==> src/rtl/fifo2uart_sched.sv <==
// fifo2uart_sched: pulls announced packets out of the shared byte FIFO and hands them to uart_tx.
// Define FIFO2UART_CSUM_EN to append an XOR checksum byte after each packet's data.
module fifo2uart_sched #(
    parameter int RD_LAT  = 1,
    parameter int TIMEOUT = 1000,
    parameter int LEN_W   = 8
) (
    input  logic             sys_clk,
    input  logic             rst,
    input  logic             pkt_done,
    input  logic [LEN_W-1:0] pkt_len,
    input  logic             fifo_empty,
    output logic             fifo_rd_en,
    input  logic [7:0]       fifo_dout,
    output logic [7:0]       uart_txd,
    output logic             uart_txdv,
    input  logic             uart_txdr,
    output logic             busy,
    output logic             tx_done,
    output logic             err
);

    localparam int              TMO_W    = (TIMEOUT > 1) ? $clog2(TIMEOUT) : 1;
    localparam logic [TMO_W-1:0] TMO_LAST = TMO_W'(TIMEOUT - 1);
    localparam logic [1:0]       LAT_LAST = 2'(RD_LAT - 1);

`ifdef FIFO2UART_CSUM_EN
    typedef enum logic [2:0] {S_IDLE, S_FETCH, S_WAIT, S_SEND, S_CSUM} state_t;
`else
    typedef enum logic [2:0] {S_IDLE, S_FETCH, S_WAIT, S_SEND} state_t;
`endif

    state_t           state_q, state_d;
    logic             slot_vld_q, slot_vld_d;
    logic [LEN_W-1:0] slot_len_q, slot_len_d;
    logic [LEN_W-1:0] remain_q, remain_d;
    logic [TMO_W-1:0] tmo_q, tmo_d;
    logic [1:0]       lat_q, lat_d;
    logic [7:0]       txd_q, txd_d;
    logic             txdv_q, txdv_d;
    logic             done_q, done_d;
    logic             err_q, err_d;
    logic             pkt_ok;
`ifdef FIFO2UART_CSUM_EN
    logic [7:0]       csum_q, csum_d;
`endif

    assign uart_txd  = txd_q;
    assign uart_txdv = txdv_q;
    assign tx_done   = done_q;
    assign err       = err_q;
    assign busy      = (state_q != S_IDLE);

    always_comb begin
        state_d    = state_q;
        slot_vld_d = slot_vld_q;
        slot_len_d = slot_len_q;
        remain_d   = remain_q;
        tmo_d      = tmo_q;
        lat_d      = lat_q;
        txd_d      = txd_q;
        txdv_d     = txdv_q;
        done_d     = 1'b0;
        err_d      = 1'b0;
        fifo_rd_en = 1'b0;
`ifdef FIFO2UART_CSUM_EN
        csum_d     = csum_q;
`endif
        pkt_ok     = pkt_done && (pkt_len != '0);

        // The slot is drained before a fresh strobe is taken; a strobe seen meanwhile refills it.
        if (state_q == S_IDLE) begin
            if (slot_vld_q) begin
                remain_d   = slot_len_q;
                slot_vld_d = pkt_ok;
                if (pkt_ok) slot_len_d = pkt_len;
                state_d    = S_FETCH;
            end else if (pkt_ok) begin
                remain_d = pkt_len;
                state_d  = S_FETCH;
            end
`ifdef FIFO2UART_CSUM_EN
            if (state_d == S_FETCH) csum_d = '0;
`endif
        end else if (pkt_ok) begin
            if (slot_vld_q) begin
                err_d = 1'b1;
            end else begin
                slot_vld_d = 1'b1;
                slot_len_d = pkt_len;
            end
        end

        case (state_q)
            S_IDLE: begin
            end
            S_FETCH: begin
                if (!fifo_empty) begin
                    fifo_rd_en = 1'b1;
                    tmo_d      = '0;
                    lat_d      = '0;
                    state_d    = S_WAIT;
                end else if (tmo_q == TMO_LAST) begin
                    err_d    = 1'b1;
                    tmo_d    = '0;
                    remain_d = '0;
                    state_d  = S_IDLE;
                end else begin
                    tmo_d = tmo_q + TMO_W'(1);
                end
            end
            S_WAIT: begin
                if (lat_q == LAT_LAST) begin
                    txd_d   = fifo_dout;
                    txdv_d  = 1'b1;
                    state_d = S_SEND;
                end else begin
                    lat_d = lat_q + 2'd1;
                end
            end
            S_SEND: begin
                if (txdv_q && uart_txdr) begin
                    txdv_d   = 1'b0;
                    remain_d = remain_q - LEN_W'(1);
                    if (remain_q == LEN_W'(1)) begin
`ifdef FIFO2UART_CSUM_EN
                        csum_d  = csum_q ^ txd_q;
                        txd_d   = csum_q ^ txd_q;
                        txdv_d  = 1'b1;
                        state_d = S_CSUM;
`else
                        done_d  = 1'b1;
                        state_d = S_IDLE;
`endif
                    end else begin
`ifdef FIFO2UART_CSUM_EN
                        csum_d = csum_q ^ txd_q;
`endif
                        state_d = S_FETCH;
                    end
                end
            end
`ifdef FIFO2UART_CSUM_EN
            S_CSUM: begin
                if (txdv_q && uart_txdr) begin
                    txdv_d  = 1'b0;
                    done_d  = 1'b1;
                    state_d = S_IDLE;
                end
            end
`endif
            default: state_d = S_IDLE;
        endcase
    end

    always_ff @(posedge sys_clk or posedge rst) begin
        if (rst) begin
            state_q    <= S_IDLE;
            slot_vld_q <= 1'b0;
            slot_len_q <= '0;
            remain_q   <= '0;
            tmo_q      <= '0;
            lat_q      <= '0;
            txd_q      <= '0;
            txdv_q     <= 1'b0;
            done_q     <= 1'b0;
            err_q      <= 1'b0;
`ifdef FIFO2UART_CSUM_EN
            csum_q     <= '0;
`endif
        end else begin
            state_q    <= state_d;
            slot_vld_q <= slot_vld_d;
            slot_len_q <= slot_len_d;
            remain_q   <= remain_d;
            tmo_q      <= tmo_d;
            lat_q      <= lat_d;
            txd_q      <= txd_d;
            txdv_q     <= txdv_d;
            done_q     <= done_d;
            err_q      <= err_d;
`ifdef FIFO2UART_CSUM_EN
            csum_q     <= csum_d;
`endif
        end
    end

endmodule

==> config.mk <==
export PLATFORM = sky130hd
export DESIGN_NAME = fifo2uart_sched
export DESIGN_NICKNAME = d
export VERILOG_FILES = /design/src/rtl/fifo2uart_sched.sv
export SDC_FILE = /design/constraint.sdc
export NUM_CORES = 1
export LEC_CHECK = 0
export CORE_ASPECT_RATIO = 0.5
export CORE_MARGIN = 2
export CORE_UTILIZATION = 38
export DETAILED_ROUTE_END_ITERATION = 10
export GPL_TIMING_DRIVEN = 0
export PLACE_DENSITY = 0.65
export SETUP_SLACK_MARGIN = 0.4
export SLEW_MARGIN = 15
export SYNTH_ARGS = -nofsm -noshare
export SYNTH_HDL_FRONTEND = slang
export SYNTH_SLANG_ARGS = --single-unit
==> constraint.sdc <==
create_clock -name sys_clk -period 2.6 [get_ports sys_clk]
set_input_delay 0.52 -clock sys_clk [delete_from_list [all_inputs] [get_ports sys_clk]]
set_output_delay 0.52 -clock sys_clk [all_outputs]
set_load 0.02 [all_outputs]
==> impl_metrics.py, run 1 <==
metrics = {
    "run_status": {
        "status": "completed",
    },
    "min_path": {
        "worstHoldPathCells": 1,
        "hold_start": "lat_q[1]",
        "hold_class": "flop to flop",
        "holdPathEnd": "lat_q[1]",
    },
    "layout": {
        "fillers": 524,
        "mostFrequentLayoutCells": "dfrtp_1, clkdlybuf4s50_1, mux2_2, nor2_1",
        "drive_above_1_share_pct": 21.14,
        "final_common_cell": "dfrtp_1",
        "syn_to_final_growth_pct": 28.72,
        "n_antenna_cell": 0,
        "register_area_um2": 1079,
        "design_area_um2": 2872,
        "nets": 270,
        "multi_input_area_um2": 1084,
    },
    "power_and_ir_drop": {
        "vdd_ir_drop_max_uv": 488.0,
        "p_leak_nw": 1.171,
        "p_total_mw": 2.746,
        "power_density_nw_per_um2": 956.5,
    },
    "worst_setup_path": {
        "crit_fanout": 10,
        "reg2reg_from": "tmo_q[0]",
        "endpoint_kind": "output port",
        "reg2reg_depth": 5,
        "rr_endpoint": "tmo_q[6]",
        "rrSetupSlack_ns": 0.66,
        "critPathArrivalTime_ns": 1.62,
        "crit_path_start": "state_q[1]",
        "crit_type": "flop to output port",
        "required_ns": 2.08,
        "start_kind": "flop",
    },
    "grt": {
        "antenna_found_initial": 0,
        "grt_pass1_wl_um": 8328,
        "grt_max_degree": 25,
        "grt_overflow": 0,
        "grt_pass1_vias": 1771,
        "grt_usage_pct": 16.32,
    },
    "place": {
        "gp_congestion": 0.8238,
        "placed_area_um2": 2673,
        "place_hpwl_um": 3500,
        "port_buffers": 33,
    },
    "route": {
        "wl_per_cell_um": 15.07,
        "ant_nets": 0,
        "dr_wl_met2_um": 2251,
        "routed_wirelength_um": 4807,
        "top_layer": "met4",
        "drt_iter0_drc": 57,
        "drt-pass1-iter-count": 4,
        "via_per_inst": 5.364,
        "vias": 1711,
        "drc": 0,
        "wl_met1_um": 2318,
        "wl_met3_um": 189,
    },
    "synth": {
        "seq_area_frac_synth_pct": 48.23,
        "synth_edf_count": 0,
        "synthCells": 201,
        "yosysUniqueCellTypes": 54,
        "netlist.area_leader.share_pct": 48.23,
        "yosysWarnings": 0,
        "synth_ff_type": "dfrtp_1",
        "netlist.top_cell.by_area": "dfrtp_1",
        "ys_ff_latch": 43,
        "ys_top_cells_by_area": "dfrtp_1, mux2_2, xnor2_1",
        "syn-cell-area_um2": 2231,
        "avgSynthCellArea_um2": 11.10,
        "synth_nets": 226,
        "synthArstFlopShare_pct": 100.0,
    },
    "timing": {
        "worst_slew_pin_slew_ns": 0.6299,
        "grt_setup_unrepaired": "true",
        "max_freq_mhz": 466.6,
        "final.setup.tns_ns": 0,
        "setup_viol": 0,
        "finalHoldViolations": 0,
        "relSlewSlack_pct": 57.62,
        "period_needed_ns": 2.143,
        "fin_skew_ns": 0.004141,
        "slew_viol_final": 0,
        "fin_crit_sh_pct": 82.43,
    },
    "clock_network": {
        "cts_root_buf": "clkbuf_16",
        "clk_pin_slew_ns": 0.06,
        "cts_tree": "done",
        "cts_hold_buf": 0,
        "numClockSinks": 43,
        "cts.path.max_buffers": 2,
        "htree_levels": 2,
        "insertion_delay_ns": 0.28,
        "cts_inserted_buffers": 5,
    },
    "run": {
        "maxCapViolations": 0,
    },
    "floorplanning": {
        "ios": 34,
        "fp.coreArea_um2": 5563,
        "dieHeight_um": 58.18,
        "die_area_um2": 6537,
        "rows": 19,
        "dieWidth_um": 112.4,
        "start_util_pct": 40.10,
    },
}
-- area by class of cell --
type	count	share of cell area [%]
Multi-Input combinational cell	139	37.73
Sequential cell	43	37.56
Timing Repair Buffer	37	12.85
Clock buffer	8	5.447
Tap cell	73	3.181
Inverter	13	1.699
Buffer	6	1.525
-- state kept, by name, indices dropped and copies added (netlist names) --
name	cells
err	1
lat_q	2
remain_q	8
slot_len_q	8
slot_vld_q	1
state_q	3
tmo_q	10
tx_done	1
uart_txd	8
uart_txdv	1
-- routing by layer --
metal,global-route usage (%),up-vias
met2,26.33,24
met4,6.446,0
met3,4.498,5
met1,21.29,855
li1,-,827
met5,0,-
-- timing repair --
action	in CTS	in global routing
setup buffers	0	3
setup endpoints to repair	5	3
gates resized for setup	10	6
cloned	0	0
-- worst max-delay path, cell delays in order, from the launching register on --
cell,delay [ns]
dfrtp_2,0.46
or3b_4,0.43
buf_6,0.16
nor2_2,0.12
buf_4,0.16
-- power by group --
part	total, mW	internal, mW	switching [mW]
sequential	1.06	0.895	0.163
clock	0.656	0.409	0.247
combinational	1.03	0.531	0.502
total	2.75	1.83	0.912
-- cells in the mapped netlist (all sizes together), types with 5 or more instances --
cell / count
buf: 5
dfrtp: 43
inv: 13
mux2: 19
nand2: 12
nand3: 8
nor2: 16
nor3: 9
nor4: 6
o21ai: 5
xnor2: 10
-- cells by family (layout without fill, tap and decap cells) --
family,count (synthesis),count (layout),synth area share (%)
flip-flops,43,43,48.23
multiplexers,20,20,10.04
other,1,1,0.1681
XOR/XNOR,10,10,3.926
AO/OA/AOI/OAI,33,33,11.22
adder cells (fa/ha/maj),5,5,2.692
buffers and inverters,19,64,4.094
AND/OR/NAND/NOR,70,70,19.63
-- stage by stage --
stage	std cells	worst slack [ns]	util, %	hold WS, ns
6_report	319	0.4568	51.62	0.5097
5_1_grt	319	0.3883	51.62	0.5245
4_1_cts	316	0.2552	51.19	0.5115
3_5_place_dp	308	0.02606	48.04	0.4979
3_3_place_gp	307	0.09811	47.68	0.4823
2_1_floorplan	201	0.7321	-	0.4661
-- worst max-delay path by stage --
stage	end	slack, ns	cells after the start
2_1_floorplan	fifo_rd_en	0.73	3
3_3_place_gp	remain_q[5]	0.1	6
3_5_place_dp	remain_q[6]	0.03	6
4_1_cts	fifo_rd_en	0.26	4
5_1_grt	fifo_rd_en	0.39	4
6_report	fifo_rd_en	0.46	4
Note: power is estimated with default switching activity, not from simulation.
==> run 2, diff against run 1 <==
clock period = 2.2 ns   (was 2.6 ns; I/O delays follow)
==> run 2 against run 1 <==
Non-clock buffer count rose by 15; final cell count grew 4.7%; sequential share of layout area is 3.1 points lower; sequential cell count is the same; wire length rose by 5.3%; worst hold slack worse by 0.039 ns; first-iteration DRC count up 140%; register-to-register slack worse by 0.24 ns; count of clock-buffer cells in the layout decreased by 3; critical path depth rose by 1; worst setup slack got worse by 0.17 ns; largest cell class unchanged; largest power group is now combinational cells; highest routed layer unchanged.
==> impl_metrics.py, run 2 (synthesized netlist as in run 1, its figures left out) <==
metrics = {
    "run_status": {
        "status": "completed",
    },
    "worst_setup_path": {
        "crit_path_start": "state_q[0]",
        "start_kind": "flop",
        "crit_fanout": 5,
        "rrSetupSlack_ns": 0.42,
        "rr_endpoint": "tmo_q[5]",
        "reg2reg_depth": 8,
        "critPathArrivalTime_ns": 1.47,
        "reg2reg_from": "state_q[0]",
        "crit_end": "fifo_rd_en",
        "endpoint_kind": "output port",
        "crit_type": "flop to output port",
        "required_ns": 1.76,
    },
    "clock_network": {
        "cts_hold_buf": 0,
        "insertion_delay_ns": 0.29,
        "clk_pin_slew_ns": 0.06,
        "numClockSinks": 43,
        "htree_levels": 2,
        "cts.path.max_buffers": 2,
        "cts_root_buf": "clkbuf_16",
        "cts_tree": "done",
        "cts_inserted_buffers": 5,
    },
    "route": {
        "drc": 0,
        "routed_wirelength_um": 5060,
        "via_per_inst": 5.365,
        "drt_iter0_drc": 134,
        "drt-pass1-iter-count": 4,
        "wl_per_cell_um": 15.15,
        "ant_nets": 0,
        "vias": 1792,
    },
    "run": {
        "maxCapViolations": 0,
    },
    "floorplanning": {
        "start_util_pct": 40.10,
        "die_area_um2": 6537,
        "dieWidth_um": 112.4,
        "ios": 34,
        "rows": 19,
        "fp.coreArea_um2": 5563,
        "dieHeight_um": 58.18,
    },
    "timing": {
        "period_needed_ns": 1.915,
        "fin_skew_ns": 0.005260,
        "fin_crit_sh_pct": 87.02,
        "finalHoldViolations": 0,
        "max_freq_mhz": 522.3,
        "grt_setup_unrepaired": "true",
        "slew_viol_final": 0,
        "setup_viol": 0,
    },
    "grt": {
        "antenna_found_initial": 0,
        "grt_pass1_wl_um": 8604,
        "grt_usage_pct": 16.82,
        "grt_overflow": 0,
        "grt_pass1_vias": 1848,
        "grt_max_degree": 26,
    },
    "power_and_ir_drop": {
        "vdd_ir_drop_max_uv": 625.8,
        "p_total_mw": 3.580,
        "power_density_nw_per_um2": 1142,
        "p_leak_nw": 1.316,
    },
    "layout": {
        "nets": 285,
        "final_common_cell": "dfrtp_1",
        "drive_above_1_share_pct": 29.89,
        "syn_to_final_growth_pct": 40.49,
        "n_antenna_cell": 0,
        "mostFrequentLayoutCells": "dfrtp_1, clkdlybuf4s50_1, mux2_2, buf_4, nor2_1",
        "largest_reg_flops": 10,
        "largest-register": "tmo_q",
        "fin_util_pct": 56.34,
    },
    "place": {
        "place_hpwl_um": 3444,
        "port_buffers": 33,
        "gp_congestion": 0.8034,
    },
    "min_path": {
        "hold_class": "input port to asynchronous set/reset pin",
    },
}
run 2: cell types whose count changed in the layout (fill, tap and decap cells not counted), moves of 2 or more:
cell / delta
nor4_4: +2
dlygate4sd2_1: +2
dlymetal6s2s_1: +4
clkdlybuf4s50_1: -7
buf_4: +12
bufinv_16: +2
o311ai_2: +2
nor4_1: -2
run 2: where the power goes:
group | switching [mW] | internal, mW
combinational | 0.643 | 0.721
sequential | 0.188 | 1.06
clock | 0.321 | 0.650
run 2: area by class of cell:
cell class | count | area, µm²
Buffer | 6 | 56.30
Clock buffer | 5 | 125.1
Clock inverter | 3 | 67.56
Fill cell | 487 | 2429
Inverter | 13 | 48.80
Multi-Input combinational cell | 139 | 1162
Sequential cell | 43 | 1079
Tap cell | 73 | 91.34
Timing Repair Buffer | 52 | 504.2
run 2: critical path, stage by stage, from the launching register on:
cell	delay, ns
dfrtp_1	0.34
buf_6	0.10
or3b_4	0.39
buf_8	0.14
nor2_4	0.09
buf_6	0.13
run 2: what timing repair did:
| item | in CTS | in global routing |
|---|---|---|
| setup endpoints to repair | 34 | 25 |
| setup buffers | 9 | 9 |
| pin swaps | 5 | 8 |
| gates resized for setup | 34 | 10 |
run 2: how the worst min path moves through the flow:
stage | from | endpoint | slack [ns] | cells after the start
2_1_floorplan | lat_q[1] | lat_q[1] | 0.47 | 1
3_3_place_gp | slot_len_q[0] | slot_len_q[0] | 0.48 | 1
3_5_place_dp | lat_q[1] | lat_q[1] | 0.49 | 1
4_1_cts | rst | uart_txd[1] | 0.48 | 2
5_1_grt | rst | uart_txd[1] | 0.51 | 2
6_report | rst | uart_txd[1] | 0.47 | 2
run 2: stage by stage:
stage | hold slack, ns | setup TNS, ns | area [µm²] | setup slack (ns) | instances
global route | 0.5102 | 0 | 3134 | 0.2151 | 334
CTS | 0.4839 | 0 | 3023 | 0.2318 | 325
floorplan | 0.4661 | 0 | 2233 | 0.4937 | 201
finish | 0.4708 | 0 | 3134 | 0.2855 | 334
detailed placement | 0.4853 | -2.064 | 2675 | -0.2701 | 308
global placement | 0.4822 | -8.462 | 2655 | -0.2259 | 307
run 2: routing by layer:
| layer | global-route usage (%) | routed length [µm] |
|---|---|---|
| met1 | 21.48 | 2362 |
| met3 | 5.649 | 237 |
| met5 | 0 | 0 |
| met2 | 27.97 | 2376 |
| met4 | 4.530 | 82 |
==> run 3, diff against run 2 <==
SETUP_SLACK_MARGIN = 0.2   (was 0.4)
==> run 3 against run 2 <==
Critical path depth fell by 1; via count decreased by 2.0%; sequential power about the same; count of clock-buffer cells in the layout grew 3; combinational power shrank 4%; worst hold slack better by 0.012 ns; critical endpoint unchanged; largest cell class unchanged.
==> impl_metrics.py, run 3 (synthesized netlist as in run 1, its figures left out) <==
metrics = {
    "run_status": {
        "status": "completed",
    },
    "floorplanning": {
        "ios": 34,
        "start_util_pct": 40.10,
        "rows": 19,
        "dieHeight_um": 58.18,
        "fp.coreArea_um2": 5563,
        "die_area_um2": 6537,
        "dieWidth_um": 112.4,
    },
    "place": {
        "gp_congestion": 0.8238,
        "port_buffers": 33,
        "dpl_worst_slack_ns": -0.2939,
        "place_hpwl_um": 3500,
        "dp.cells": 308,
    },
    "grt": {
        "grt_overflow": 0,
        "grt_max_degree": 25,
        "grt_pass1_wl_um": 8562,
        "antenna_found_initial": 0,
        "grt_usage_pct": 16.85,
        "grt_pass1_vias": 1830,
    },
    "layout": {
        "layout.cells.non_filler": 326,
        "mostFrequentLayoutCells": "dfrtp_1, clkdlybuf4s50_1, mux2_2, nor2_1",
        "drive_above_1_share_pct": 25.69,
        "fin_util_pct": 53.73,
        "final_common_cell": "dfrtp_1",
        "n_antenna_cell": 0,
        "largest_reg_flops": 10,
        "nets": 277,
        "largest-register": "tmo_q",
        "syn_to_final_growth_pct": 33.99,
    },
    "worst_setup_path": {
        "reg2reg_depth": 6,
        "crit_fanout": 6,
        "crit_type": "flop to output port",
        "critPathArrivalTime_ns": 1.53,
        "required_ns": 1.76,
        "start_kind": "flop",
        "endpoint_kind": "output port",
    },
    "timing": {
        "final.setup.tns_ns": 0,
        "period_needed_ns": 1.967,
        "finalHoldViolations": 0,
        "fin_skew_ns": 0.005009,
        "slew_viol_final": 0,
        "finalWorstSetupSlack_ns": 0.2331,
        "max_freq_mhz": 508.4,
        "grt_setup_unrepaired": "true",
        "fin_crit_sh_pct": 89.40,
        "worst_slew_pin_slew_ns": 0.6463,
        "relSlewSlack_pct": 56.58,
        "setup_viol": 0,
    },
    "clock_network": {
        "insertion_delay_ns": 0.29,
        "cts_hold_buf": 0,
        "cts_inserted_buffers": 5,
        "cts_tree": "done",
        "cts.path.max_buffers": 2,
        "numClockSinks": 43,
        "cts_root_buf": "clkbuf_16",
        "htree_levels": 2,
        "clk_pin_slew_ns": 0.06,
    },
    "route": {
        "drt-pass1-iter-count": 4,
        "via_per_inst": 5.390,
        "wl_per_cell_um": 15.33,
        "drt_iter0_drc": 57,
        "vias": 1757,
        "routed_wirelength_um": 4996,
        "ant_nets": 0,
        "drc": 0,
    },
    "power_and_ir_drop": {
        "p_total_mw": 3.342,
        "power_density_nw_per_um2": 1118,
        "vdd_ir_drop_max_uv": 585.2,
        "p_leak_nw": 1.220,
    },
    "min_path": {
        "hold_class": "input port to asynchronous set/reset pin",
    },
    "run": {
        "maxCapViolations": 0,
    },
}
## run 3: cell types whose count changed in the layout (fill, tap and decap cells not counted), moves of 2 or more
| cell | previous run | this run |
|---|---|---|
| buf_4 | 17 | 10 |
| dlygate4sd2_1 | 3 | 0 |
| bufinv_16 | 2 | 0 |
| clkdlybuf4s50_1 | 24 | 31 |
| dlymetal6s2s_1 | 4 | 0 |
## run 3: where the power goes
group	switching [mW]	total (mW)	internal (mW)	leakage, nW
clock	0.297	0.781	0.483	0.0772
sequential	0.194	1.25	1.06	0.538
combinational	0.628	1.31	0.681	0.604
total	1.12	3.34	2.22	1.22
## run 3: worst paths after layout
kind                                   from            end  slack, ns
worst min register to register  uart_txd[4]    uart_txd[4]       0.51
max in group asynchronous               rst     state_q[1]       1.21
worst min-delay path                    rst    uart_txd[5]       0.48
worst max-delay path             state_q[1]     fifo_rd_en       0.23
worst max register to register   state_q[1]  slot_len_q[3]       0.36
min in group sys_clk            uart_txd[4]    uart_txd[4]       0.51
## run 3: critical path, stage by stage (launching register included)
cell	delay, ns
dfrtp_2	0.45
or3b_4	0.40
buf_8	0.14
nor2_4	0.12
buf_6	0.13
## run 3: repair_timing
action | CTS | global route
resized for setup | 19 | 11
buffers inserted | 5 | 5
setup endpoints to repair | 11 | 23
pin swaps | 1 | 3
## run 3: per-layer routing
metal,vias up,wire length (µm),track usage [%]
li1,843,-,-
met1,889,2401,21.56
met2,19,2364,27.71
met3,6,167,4.707
met4,0,62,6.620
met5,-,0,0
## run 3: metrics by stage
| stage | instance area [µm²] | hold WS (ns) |
|---|---|---|
| after floorplan | 2231 | 0.4661 |
| after global placement | 2653 | 0.4823 |
| after global routing | 2989 | 0.5230 |
| after detailed placement | 2673 | 0.4979 |
| after CTS | 2908 | 0.4941 |
| final | 2989 | 0.4832 |
## run 3: final cells by class
cell class                      count  area [µm²]
Buffer                              6       47.55
Clock buffer                        8       156.4
Fill cell                         514        2574
Inverter                           13       48.80
Multi-Input combinational cell    139        1132
Sequential cell                    43        1079
Tap cell                           73       91.34
Timing Repair Buffer               44       434.2
